[config.mk]
export PLATFORM = sky130hd
export DESIGN_NAME = uart_tx_fifo
export DESIGN_NICKNAME = d
export VERILOG_FILES = /design/src/rtl/uart_tx_fifo_pkg.sv /design/src/rtl/uart_tx_fifo_sync_fifo.sv /design/src/rtl/uart_tx_fifo.sv
export SDC_FILE = /design/constraint.sdc
export NUM_CORES = 1
export LEC_CHECK = 0
export BUFFER_PORTS_ARGS = -buffer_cell sky130_fd_sc_hd__buf_2
export CELL_PAD_IN_SITES_DETAIL_PLACEMENT = 1
export CELL_PAD_IN_SITES_GLOBAL_PLACEMENT = 1
export CORE_MARGIN = 1
export CORE_UTILIZATION = 56
export CTS_BUF_LIST = sky130_fd_sc_hd__clkbuf_4
export CTS_CLUSTER_SIZE = 10
export DETAILED_ROUTE_END_ITERATION = 16
export PLACE_DENSITY = 0.89
export SYNTH_ARGS = -nofsm -noshare
export SYNTH_HDL_FRONTEND = slang
export SYNTH_SLANG_ARGS = --single-unit
[constraint.sdc]
create_clock -name clk -period 5.55 [get_ports clk]
set_input_delay 1.665 -clock clk [delete_from_list [all_inputs] [get_ports clk]]
set_output_delay 1.665 -clock clk [all_outputs]
set_load 0.02 [all_outputs]
[src/rtl/uart_tx_fifo_pkg.sv]
// Shared definitions for the FIFO-fed UART transmitter: parity codes,
// FSM state encoding and a constant-width helper.
package uart_tx_fifo_pkg;

    localparam logic [1:0] PAR_NONE = 2'b00;
    localparam logic [1:0] PAR_EVEN = 2'b01;
    localparam logic [1:0] PAR_ODD  = 2'b10;

    typedef enum logic [2:0] {
        ST_IDLE   = 3'd0,
        ST_START  = 3'd1,
        ST_DATA   = 3'd2,
        ST_PARITY = 3'd3,
        ST_STOP   = 3'd4,
        ST_GAP    = 3'd5
    } state_t;

    function automatic int clog2(input int value);
        int result;
        int rem;
        result = 0;
        rem    = value - 1;
        while (rem > 0) begin
            result = result + 1;
            rem    = rem >> 1;
        end
        return result;
    endfunction

endpackage

[src/rtl/uart_tx_fifo_sync_fifo.sv]
// Single-clock FIFO with registered read data (valid the cycle after pop)
// and registered full/empty flags.
module sync_fifo
    import uart_tx_fifo_pkg::*;
#(
    parameter int WIDTH = 8,
    parameter int DEPTH = 16
) (
    input  logic                   clk,
    input  logic                   reset,
    input  logic                   push,
    input  logic                   pop,
    input  logic [WIDTH-1:0]       din,
    output logic [WIDTH-1:0]       dout,
    output logic                   full,
    output logic                   empty,
    output logic [clog2(DEPTH):0]  count
);

    localparam int PTR_W = clog2(DEPTH);

    logic [WIDTH-1:0] mem_r [DEPTH];
    logic [PTR_W-1:0] wr_ptr_r;
    logic [PTR_W-1:0] rd_ptr_r;
    logic [PTR_W:0]   count_r;
    logic [PTR_W:0]   count_next_s;
    logic [WIDTH-1:0] dout_r;
    logic             full_r;
    logic             empty_r;
    logic             do_push_s;
    logic             do_pop_s;

    // Qualify requests against the flags and compute the next occupancy.
    always_comb begin
        do_push_s    = push & ~full_r;
        do_pop_s     = pop & ~empty_r;
        count_next_s = count_r;
        case ({do_push_s, do_pop_s})
            2'b10:   count_next_s = count_r + {{PTR_W{1'b0}}, 1'b1};
            2'b01:   count_next_s = count_r - {{PTR_W{1'b0}}, 1'b1};
            default: count_next_s = count_r;
        endcase
    end

    // Storage array; contents need no reset since pointers define validity.
    always_ff @(posedge clk) begin
        if (do_push_s) begin
            mem_r[wr_ptr_r] <= din;
        end
    end

    // Pointers, occupancy, flags and the registered read port.
    always_ff @(posedge clk) begin
        if (reset) begin
            wr_ptr_r <= {PTR_W{1'b0}};
            rd_ptr_r <= {PTR_W{1'b0}};
            count_r  <= {(PTR_W+1){1'b0}};
            dout_r   <= {WIDTH{1'b0}};
            full_r   <= 1'b0;
            empty_r  <= 1'b1;
        end else begin
            if (do_push_s) begin
                wr_ptr_r <= wr_ptr_r + {{(PTR_W-1){1'b0}}, 1'b1};
            end
            if (do_pop_s) begin
                rd_ptr_r <= rd_ptr_r + {{(PTR_W-1){1'b0}}, 1'b1};
                dout_r   <= mem_r[rd_ptr_r];
            end
            count_r <= count_next_s;
            full_r  <= (count_next_s == (PTR_W+1)'(DEPTH));
            empty_r <= (count_next_s == {(PTR_W+1){1'b0}});
        end
    end

    assign dout  = dout_r;
    assign full  = full_r;
    assign empty = empty_r;
    assign count = count_r;

endmodule

[src/rtl/uart_tx_fifo.sv]
// FIFO-fed UART transmitter with runtime bit period, parity, stop bits and
// inter-frame gap. Line outputs are registered, so they trail the FSM by one clock.
module uart_tx_fifo
    import uart_tx_fifo_pkg::*;
#(
    parameter int DATA_BITS = 8,
    parameter int DEPTH     = 16,
    parameter int CPD_W     = 10
) (
    input  logic                    clk,
    input  logic                    reset,
    input  logic [CPD_W-1:0]        cycles_per_databit,
    input  logic [CPD_W-1:0]        spacing_limit,
    input  logic [1:0]              parity_mode,
    input  logic                    two_stop,
    input  logic [DATA_BITS-1:0]    tx_data,
    input  logic                    tx_valid,
    output logic                    tx_ready,
    output logic                    tx_line,
    output logic                    tx_busy,
    output logic                    tx_done,
    output logic [$clog2(DEPTH):0]  fifo_count
);

    localparam int IDX_W = clog2(DATA_BITS + 1);

    function automatic logic parity_bit(input logic [DATA_BITS-1:0] data, input logic odd);
        return (^data) ^ odd;
    endfunction

    state_t               state_r;
    state_t               state_next_s;
    logic [DATA_BITS-1:0] fifo_dout_s;
    logic                 fifo_full_s;
    logic                 fifo_empty_s;
    logic                 pop_s;
    logic                 leave_stop_s;
    logic                 bit_end_s;
    logic                 last_stop_s;
    logic                 has_parity_s;
    logic                 line_s;
    logic                 done_s;

    logic [CPD_W-1:0]     cpd_r;
    logic [CPD_W-1:0]     spacing_r;
    logic [1:0]           parity_r;
    logic                 two_stop_r;
    logic [CPD_W-1:0]     bit_clk_r;
    logic [IDX_W-1:0]     bit_idx_r;
    logic [CPD_W-1:0]     gap_r;
    logic [DATA_BITS-1:0] shift_r;
    logic                 par_bit_r;
    logic                 stop_exit_r;
    logic                 tx_line_r;
    logic                 tx_done_r;
    logic                 tx_busy_r;

    sync_fifo #(
        .WIDTH (DATA_BITS),
        .DEPTH (DEPTH)
    ) u_fifo (
        .clk   (clk),
        .reset (reset),
        .push  (tx_valid),
        .pop   (pop_s),
        .din   (tx_data),
        .dout  (fifo_dout_s),
        .full  (fifo_full_s),
        .empty (fifo_empty_s),
        .count (fifo_count)
    );

    assign bit_end_s    = (bit_clk_r == (cpd_r - CPD_W'(1)));
    assign last_stop_s  = two_stop_r ? (bit_idx_r == IDX_W'(1)) : 1'b1;
    assign has_parity_s = (parity_r == PAR_EVEN) || (parity_r == PAR_ODD);

    // State register.
    always_ff @(posedge clk) begin
        if (reset) begin
            state_r     <= ST_IDLE;
            stop_exit_r <= 1'b0;
        end else begin
            state_r     <= state_next_s;
            stop_exit_r <= leave_stop_s;
        end
    end

    // Next-state logic; the pop request is issued only from IDLE.
    always_comb begin
        state_next_s = state_r;
        pop_s        = 1'b0;
        leave_stop_s = 1'b0;
        case (state_r)
            ST_IDLE: begin
                if (!fifo_empty_s) begin
                    pop_s        = 1'b1;
                    state_next_s = ST_START;
                end else begin
                    state_next_s = ST_IDLE;
                end
            end
            ST_START: begin
                state_next_s = bit_end_s ? ST_DATA : ST_START;
            end
            ST_DATA: begin
                if (bit_end_s && (bit_idx_r == IDX_W'(DATA_BITS - 1))) begin
                    state_next_s = has_parity_s ? ST_PARITY : ST_STOP;
                end else begin
                    state_next_s = ST_DATA;
                end
            end
            ST_PARITY: begin
                state_next_s = bit_end_s ? ST_STOP : ST_PARITY;
            end
            ST_STOP: begin
                if (bit_end_s && last_stop_s) begin
                    leave_stop_s = 1'b1;
                    state_next_s = (spacing_r != {CPD_W{1'b0}}) ? ST_GAP : ST_IDLE;
                end else begin
                    state_next_s = ST_STOP;
                end
            end
            ST_GAP: begin
                if (bit_end_s && (gap_r == (spacing_r - CPD_W'(1)))) begin
                    state_next_s = ST_IDLE;
                end else begin
                    state_next_s = ST_GAP;
                end
            end
            default: begin
                state_next_s = ST_IDLE;
            end
        endcase
    end

    // Output decode from the current state, registered below.
    always_comb begin
        line_s = 1'b1;
        done_s = stop_exit_r;
        case (state_r)
            ST_START:  line_s = 1'b0;
            ST_DATA:   line_s = shift_r[0];
            ST_PARITY: line_s = par_bit_r;
            default:   line_s = 1'b1;
        endcase
    end

    // Registered serial outputs.
    always_ff @(posedge clk) begin
        if (reset) begin
            tx_line_r <= 1'b1;
            tx_done_r <= 1'b0;
            tx_busy_r <= 1'b0;
        end else begin
            tx_line_r <= line_s;
            tx_done_r <= done_s;
            tx_busy_r <= (state_next_s != ST_IDLE);
        end
    end

    // Frame configuration is captured at pop so mid-frame edits wait for the next frame.
    always_ff @(posedge clk) begin
        if (reset) begin
            cpd_r      <= CPD_W'(1);
            spacing_r  <= {CPD_W{1'b0}};
            parity_r   <= PAR_NONE;
            two_stop_r <= 1'b0;
        end else if (pop_s) begin
            cpd_r      <= (cycles_per_databit == {CPD_W{1'b0}}) ? CPD_W'(1) : cycles_per_databit;
            spacing_r  <= spacing_limit;
            parity_r   <= parity_mode;
            two_stop_r <= two_stop;
        end else begin
            cpd_r      <= cpd_r;
            spacing_r  <= spacing_r;
            parity_r   <= parity_r;
            two_stop_r <= two_stop_r;
        end
    end

    // Bit-clock, bit-index and gap counters; all restart on every state change.
    always_ff @(posedge clk) begin
        if (reset) begin
            bit_clk_r <= {CPD_W{1'b0}};
            bit_idx_r <= {IDX_W{1'b0}};
            gap_r     <= {CPD_W{1'b0}};
        end else if ((state_next_s != state_r) || (state_r == ST_IDLE)) begin
            bit_clk_r <= {CPD_W{1'b0}};
            bit_idx_r <= {IDX_W{1'b0}};
            gap_r     <= {CPD_W{1'b0}};
        end else if (bit_end_s) begin
            bit_clk_r <= {CPD_W{1'b0}};
            bit_idx_r <= bit_idx_r + IDX_W'(1);
            gap_r     <= gap_r + CPD_W'(1);
        end else begin
            bit_clk_r <= bit_clk_r + CPD_W'(1);
            bit_idx_r <= bit_idx_r;
            gap_r     <= gap_r;
        end
    end

    // Read data is valid during START (registered FIFO port), so load there.
    always_ff @(posedge clk) begin
        if (reset) begin
            shift_r   <= {DATA_BITS{1'b0}};
            par_bit_r <= 1'b0;
        end else if (state_r == ST_START) begin
            shift_r   <= fifo_dout_s;
            par_bit_r <= parity_bit(fifo_dout_s, parity_r == PAR_ODD);
        end else if ((state_r == ST_DATA) && bit_end_s) begin
            shift_r   <= shift_r >> 1;
            par_bit_r <= par_bit_r;
        end else begin
            shift_r   <= shift_r;
            par_bit_r <= par_bit_r;
        end
    end

    assign tx_ready = ~fifo_full_s;
    assign tx_line  = tx_line_r;
    assign tx_busy  = tx_busy_r;
    assign tx_done  = tx_done_r;

endmodule
== Word level (Yosys, flattened, before mapping) ==
Memories as Yosys holds them, arrays and structs flattened. A register that Yosys moved wholly into a read port is not among the register bits.
Index checks and enable logic that the tools add are counted.
Widths: inputs -> output; s select.

* Bits in registers: 78
* Latch bits: 0
* Memory bits (writable): 128
* ROM bits: 0
* Bits of input ports: 34
* Output and inout bits: 9
* Word-level logic and storage cells: 86
* Memories kept: 1

* Add/subtract/negate cells: 9
* Multiply operators: 0
* Divide/modulo/power cells: 0
* Magnitude comparators: 0
* Eq/ne operators: 15
* Shifts and indexed selects: 0
* Mux-type cells: 20
* Bitwise logic cells: 6
* Reduce and logical (&&, ||, !) cells: 16

{| class="wikitable"
|+ Memory list
! memory !! depth !! width !! read ports !! clocked after Yosys merged registers in !! wr ports !! RTL line !! source
|-
| u_fifo.mem_r || 16 || 8 || 1 || 1 || 1 || uart_tx_fifo_sync_fifo.sv:22 || <nowiki>logic [WIDTH-1:0] mem_r [DEPTH];</nowiki>
|}

{| class="wikitable"
|+ Operators with widths
! kind !! number
|-
| $add 10x1->10 const B || 2
|-
| $eq 10x10->1 || 2
|-
| $sub 10x1->10 const B || 2
|-
| $mux 3 || 6
|-
| $pmux 3 s6 || 1
|-
| $mux 8 || 2
|-
| $add 4x1->4 const B || 3
|-
| $logic_not 10->1 || 1
|-
| $mux 10 || 1
|-
| $pmux 5 s2 || 1
|-
| $reduce_bool 10->1 || 1
|-
| $reduce_xor 8->1 || 1
|-
| $mux 1 || 7
|-
| $eq 3x2->1 const B || 2
|-
| $eq 3x3->1 const B || 2
|-
| $add 5x1->5 const B || 1
|-
| $eq 5x5->1 const B || 1
|-
| $logic_not 5->1 || 1
|-
| $sub 5x1->5 const B || 1
|-
| $eq 2x1->1 const B || 2
|-
| $eq 2x2->1 const B || 2
|-
| $eq 4x1->1 const B || 1
|-
| $eq 4x3->1 const B || 1
|-
| $logic_and 1x1->1 || 4
|-
| 13 further kinds || 18
|}

== Logic depth before layout (Yosys ltp) ==
* Word-level depth: 8
* Gate-level depth with buffers: 15
* Mapped depth without buffers: 13

== Modules after synthesis ==
From an unflattened synthesis, not the netlist that was laid out.

* Cells, all modules: 761
* Area total of the unflattened synthesis: 9499.1 um2

{| class="wikitable"
|+ By module, submodules not included
! module !! instances !! cells an instance !! area an instance (um2) !! sequential area each (um2)
|-
| sync_fifo || 1 || 343 || 5998.3 || 4304.1
|-
| uart_tx_fifo || 1 || 418 || 3500.9 || 1261.2
|}

== Worst setup path before layout ==
Ideal clock, no wire load.

* Kind: input port to flip-flop
* Start point: input tx_valid
* End point: register u_fifo.full_r (netlist: u_fifo.full)
* Setup time: 0.059 ns
* Arrival: 3.698 ns
* Required time: 5.491 ns
* Setup slack: 1.793 ns
* Stages: 12
* Path buffers: 1
* Cell sequence: nor2b_1 clkbuf_1 inv_1 ha_1 ha_1 nor2b_1 o21a_1 nor2_1 xnor2_1 or3_1 a21oi_1 and2_1

* Word-level cells in the longest chain between the ends: 4
* Elaborated cells on any way between the ends: 5
* Those cells by class: 3 x eq/ne; 1 x mux; 1 x bitwise

{| class="wikitable"
|+ RTL lines
! item !! RTL line !! source
|-
| from (decl) || uart_tx_fifo.sv:17 || <nowiki>input logic tx_valid,</nowiki>
|-
| $and 1x1->1 (*) || uart_tx_fifo_sync_fifo.sv:35 || <nowiki>do_push_s = push & ~full_r;</nowiki>
|-
| $eq 2x1->1 / $eq 2x2->1 (equally long branches) || uart_tx_fifo_sync_fifo.sv:38 || <nowiki>case ({do_push_s, do_pop_s})</nowiki>
|-
| $pmux 5 s2 (*) || uart_tx_fifo_sync_fifo.sv:38 ||
|-
| $eq 5x5->1 (*) || uart_tx_fifo_sync_fifo.sv:70 || <nowiki>full_r <= (count_next_s == (PTR_W+1)'(DEPTH));</nowiki>
|-
| to (signal assigned) || uart_tx_fifo_sync_fifo.sv:70 ||
|-
| to (decl) || uart_tx_fifo_sync_fifo.sv:28 || <nowiki>logic full_r;</nowiki>
|}

Every way passes the cells marked *; elsewhere a longest branch is shown, timed or not.
A chain may end at the register's enable or synchronous reset.

== Final worst setup path ==
* Start point: register cpd_r[0]
* End point: register bit_idx_r[3]

* Word-level cells in the longest chain between the ends: 8
* Elaborated cells on any way between the ends: 14
* Those cells by class: 1 x add/sub; 2 x eq/ne; 6 x mux; 5 x reduce/logical

{| class="wikitable"
|+ RTL lines
! item !! RTL line !! source
|-
| from (decl) || uart_tx_fifo.sv:44 || <nowiki>logic [CPD_W-1:0] cpd_r;</nowiki>
|-
| from (signal assigned) || uart_tx_fifo.sv:169 || <nowiki>cpd_r <= (cycles_per_databit == {CPD_W{1'b0}}) ? CPD_W'(1) : cycles_per_databit;</nowiki>
|-
| from (signal assigned) || uart_tx_fifo.sv:174 || <nowiki>cpd_r <= cpd_r;</nowiki>
|-
| $sub 10x1->10 (*) || uart_tx_fifo.sv:73 || <nowiki>assign bit_end_s = (bit_clk_r == (cpd_r - CPD_W'(1)));</nowiki>
|-
| $eq 10x10->1 (*) || uart_tx_fifo.sv:73 ||
|-
| $logic_and 1x1->1, on equally long branches || uart_tx_fifo.sv:124, uart_tx_fifo.sv:106, uart_tx_fifo.sv:116 ||
|-
| $mux 3, on equally long branches || uart_tx_fifo.sv:124, uart_tx_fifo.sv:106, uart_tx_fifo.sv:116 ||
|-
| $pmux 3 s6 || uart_tx_fifo.sv:93 || <nowiki>case (state_r)</nowiki>
|-
| $ne 3x3->1 || uart_tx_fifo.sv:187 || <nowiki>end else if ((state_next_s != state_r) || (state_r == ST_IDLE)) begin</nowiki>
|-
| $logic_or 1x1->1 || uart_tx_fifo.sv:187 ||
|-
| $reduce_or 2->1 (no line) || - ||
|-
| to (signal assigned) || uart_tx_fifo.sv:185 || <nowiki>bit_idx_r <= {IDX_W{1'b0}};</nowiki>
|-
| to (signal assigned) || uart_tx_fifo.sv:189 || <nowiki>bit_idx_r <= {IDX_W{1'b0}};</nowiki>
|-
| to (signal assigned) || uart_tx_fifo.sv:193 || <nowiki>bit_idx_r <= bit_idx_r + IDX_W'(1);</nowiki>
|-
| to (decl) || uart_tx_fifo.sv:49 || <nowiki>logic [IDX_W-1:0] bit_idx_r;</nowiki>
|}

Marked as above.

==> summary.txt <==
Status
  • Run status: finished clean

Timing
  • RSZ-0062 raised after global routing: no
  • TNS Setup: 0 ns
  • Max-slew violations: 0
  • Tmin final: between 3 and 4 ns
  • Final Cycle Share: approximately 67%
  • Worst rel slew slack: 27.2%
  • Slack of the critical path: 1.84 ns
  • Hold slack: 0.479 ns
  • Final hold viol count: 0
  • Clk_skew: 0.0457 ns
  • # setup viols final: 0
  • Fmax: ~270 MHz
  • Slew @ Worst Pin: between 1 and 1.5 ns

Synthesis
  • Synth Area in Compound Gates: between 6 and 7%
  • Share of flip-flops with an asynchronous set or reset: 0%
  • Mapped Avg Cell Area: 12.5 um^2
  • Number of enable flip-flop cells after synthesis: 128
  • Main combinational cell family by area after synthesis: simple AND/OR/NAND/NOR gates
  • YS warnings: 0
  • Cell Area, Synth: 0.00935 mm^2
  • Synth Instances: 745
  • Xor and xnor area share after synthesis: 5.62%
  • Synth Area in Simple Gates: about an eighth
  • Sequential fraction of the synthesis area: 59.5%
  • Synth cell types: between 50 and 60
  • Synth Area in Adders: 2.36%
  • Mapped Nets: 796
  • Ys flop type: edfxtp_1
  • Yosys reg bits: 214
  • Mux contribution to synthesized area: about a tenth

Floorplan
  • Die Span Y: 131 um
  • Die Wd: 131 um
  • Row count: 46
  • Initial Util: just under 60%
  • Core region area: 0.0161 mm^2
  • Die area: 0.0172 mm^2
  • I/O pin total: 43

Layout
  • Nets: 863
  • Cell area after layout: between 0.01 and 0.015 mm^2
  • Antenna diode count: 0
  • Final Util: roughly two thirds
  • Final Non-Filler Cells: 1,069
  • Filler Cells Inserted: 1,643
  • Synthesis-to-finish area growth: 11.6%
  • Proportion of layout cells with a drive suffix above 1: 22.6%

Global routing
  • Initial antenna violation count: 0
  • First-pass GRT wire length: 38.2 mm
  • GRT Total Usage: 29.2%
  • Vias in the first global route: 7,033
  • Largest net degree at the start of global routing: 39
  • Gr ovfl total: 0

Place
  • Port bufs: 42
  • DP Wirelength: 15.4 mm
  • Pre-CTS setup slack: 1.36 ns
  • GP Congestion: 0.822
  • Dpl cells: 973
  • DP Area: 0.00974 mm^2

Worst setup path
  • Startpoint types: flip-flop
  • Maximum net fanout on the critical path: 19
  • Worst endpoint required time: 6.04 ns
  • Worst Setup End Kind: flip-flop
  • Critical path arrival: 4.19 ns
  • Worst R2R Setup Slack: 1.84 ns
  • Crit path kind: flip-flop to flip-flop

Routing
  • Iter 0 DRT Violations: 325
  • Via count: around 6,400
  • Post-DR wirelength/cell: 22.6 um
  • Metal3 WL: 1.12 mm
  • DRT Wirelength: 24.2 mm
  • Drt first pass iters: 4
  • Remaining DRCs: 0
  • Wire length on met2: 12.9 mm
  • Final ANT Viol Nets: 0
  • DRT met1 WL: approximately 9.3 mm
  • Via-to-Cell Ratio: about 6.0
  • Max Used Layer: met4

Clock tree
  • Cts hold-fix bufs: 0
  • CTS buffer count: 53
  • Htree depth: 2
  • Setup Buffers After CTS: 0
  • TritonCTS clock tree: done
  • # clock sinks: 214
  • Worst-skew pair later-pin latency: 0.69 ns
  • Root Buffer: clkbuf_4
  • PostCTS Resize Cnt: 0
  • Reg clk slew, reported paths: ~0.07 ns
  • Max Root-Sink Buffers: 3

Power and ir drop
  • Peak supply drop: 0.260 mV
  • Leak: ~3.7 nW
  • Power Density: 487 mW/mm^2
  • Overall power: 5.09 mW

Min path
  • Worst hold-check path type: flip-flop to flip-flop

Run
  • Maxcap violations: 0
## area by class of cell
cell class                 count  area (um^2)  area share, %
multi-input combinational    473         3560           34.1
clock buffer                  84          631           6.04
inverter                      19         71.3          0.683
sequential                   214         5570           53.3
clock inverter                12         58.8          0.564
timing repair buffer          51          278           2.66
tap                          216          270           2.59
## Yosys cell counts, types with 3 or more instances
cell type | number | share of area [%]
nor2b_1 | 6 | 0.40
edfxtp_1 | 128 | 41
xnor2_1 | 30 | 2.8
mux2i_1 | 9 | 0.96
o21a_1 | 4 | 0.32
o21ai_0 | 5 | 0.27
and2_1 | 4 | 0.27
or4_1 | 3 | 0.24
inv_1 | 18 | 0.72
nor4_1 | 4 | 0.27
a211oi_1 | 11 | 0.88
nand2_1 | 81 | 3.3
xor2_1 | 30 | 2.8
nand2b_1 | 3 | 0.20
and3_1 | 7 | 0.47
nor2_1 | 71 | 2.9
nand4_1 | 5 | 0.33
buf_2 | 3 | 0.16
nor3_1 | 28 | 1.5
nor3b_1 | 4 | 0.32
clkbuf_1 | 27 | 1.1
buf_1 | 7 | 0.28
mux4_2 | 40 | 9.6
dfxtp_1 | 86 | 18
a31o_2 | 4 | 0.37
nand3_1 | 20 | 1.1
a21oi_1 | 43 | 2.3
or3_1 | 6 | 0.40
ha_1 | 16 | 2.1
a211o_1 | 4 | 0.37
a31oi_1 | 6 | 0.40
## metal layers
layer / vias to the layer above / track usage [%]
met2: 212 / 52.3
met5: - / 0
met1: 3215 / 33.4
met3: 63 / 5.59
li1: 2898 / -
met4: 0 / 14.5
## final timing paths
| kind | cells after the start | to | startpoint |
|---|---|---|---|
| max | 8 | bit_idx_r[3] | cpd_r[0] |
| min reg2reg | 2 | parity_r[0] | parity_r[0] |
| min | 2 | parity_r[0] | parity_r[0] |
| max reg2reg | 8 | bit_idx_r[3] | cpd_r[0] |
## layout by cell type (no fill, tap or decap), types with 6 or more instances in the layout
cell type / instances
mux4_2: 40
inv_1: 18
ha_1: 16
nand3_1: 20
xnor2_1: 30
buf_2: 42
nor2b_1: 6
a211oi_1: 11
mux2i_1: 9
edfxtp_1: 128
and3_1: 7
clkbuf_4: 84
clkinv_1: 10
dfxtp_1: 85
nor2_1: 71
or3_1: 6
xor2_1: 30
a31oi_1: 6
nand2_1: 81
a21oi_1: 43
nor3_1: 26
buf_4: 9
## worst max-delay path, stage by stage, from the launching register on
cell and delay, ns:
dfxtp_1 0.35, or4_1 0.69, xnor2_1 0.17, or4_1 0.46, a2111oi_4 0.41, buf_4 0.31, a21oi_1 0.17, a211oi_2 0.85
nor3_1 0.12
## power breakdown
part	leakage, nW	internal [mW]	total [mW]	switching [mW]
Sequential	1.86	1.84	2.01	0.170
Combinational	1.42	0.700	1.73	1.03
Clock	0.409	0.689	1.34	0.656
Total	3.68	3.23	5.09	1.85
## registers in the layout, indices dropped and copies added, names as in the netlist, 2 cells and up
name	count
cpd_r	10
shift_r	8
bit_idx_r	4
gap_r	10
u_fifo.rd_ptr_r	4
parity_r	2
spacing_r	10
u_fifo.dout	8
u_fifo.wr_ptr_r	4
bit_clk_r	10
state_r	3
u_fifo.count	5
u_fifo.mem_r	128
## cells by family after synthesis
kind of cell | after synthesis
fa+ha+maj | 17
buf+inv | 58
compound gates | 94
flops | 214
xor+xnor | 60
simple gates | 253
mux | 49
Note: power is estimated with default switching activity, not from simulation.
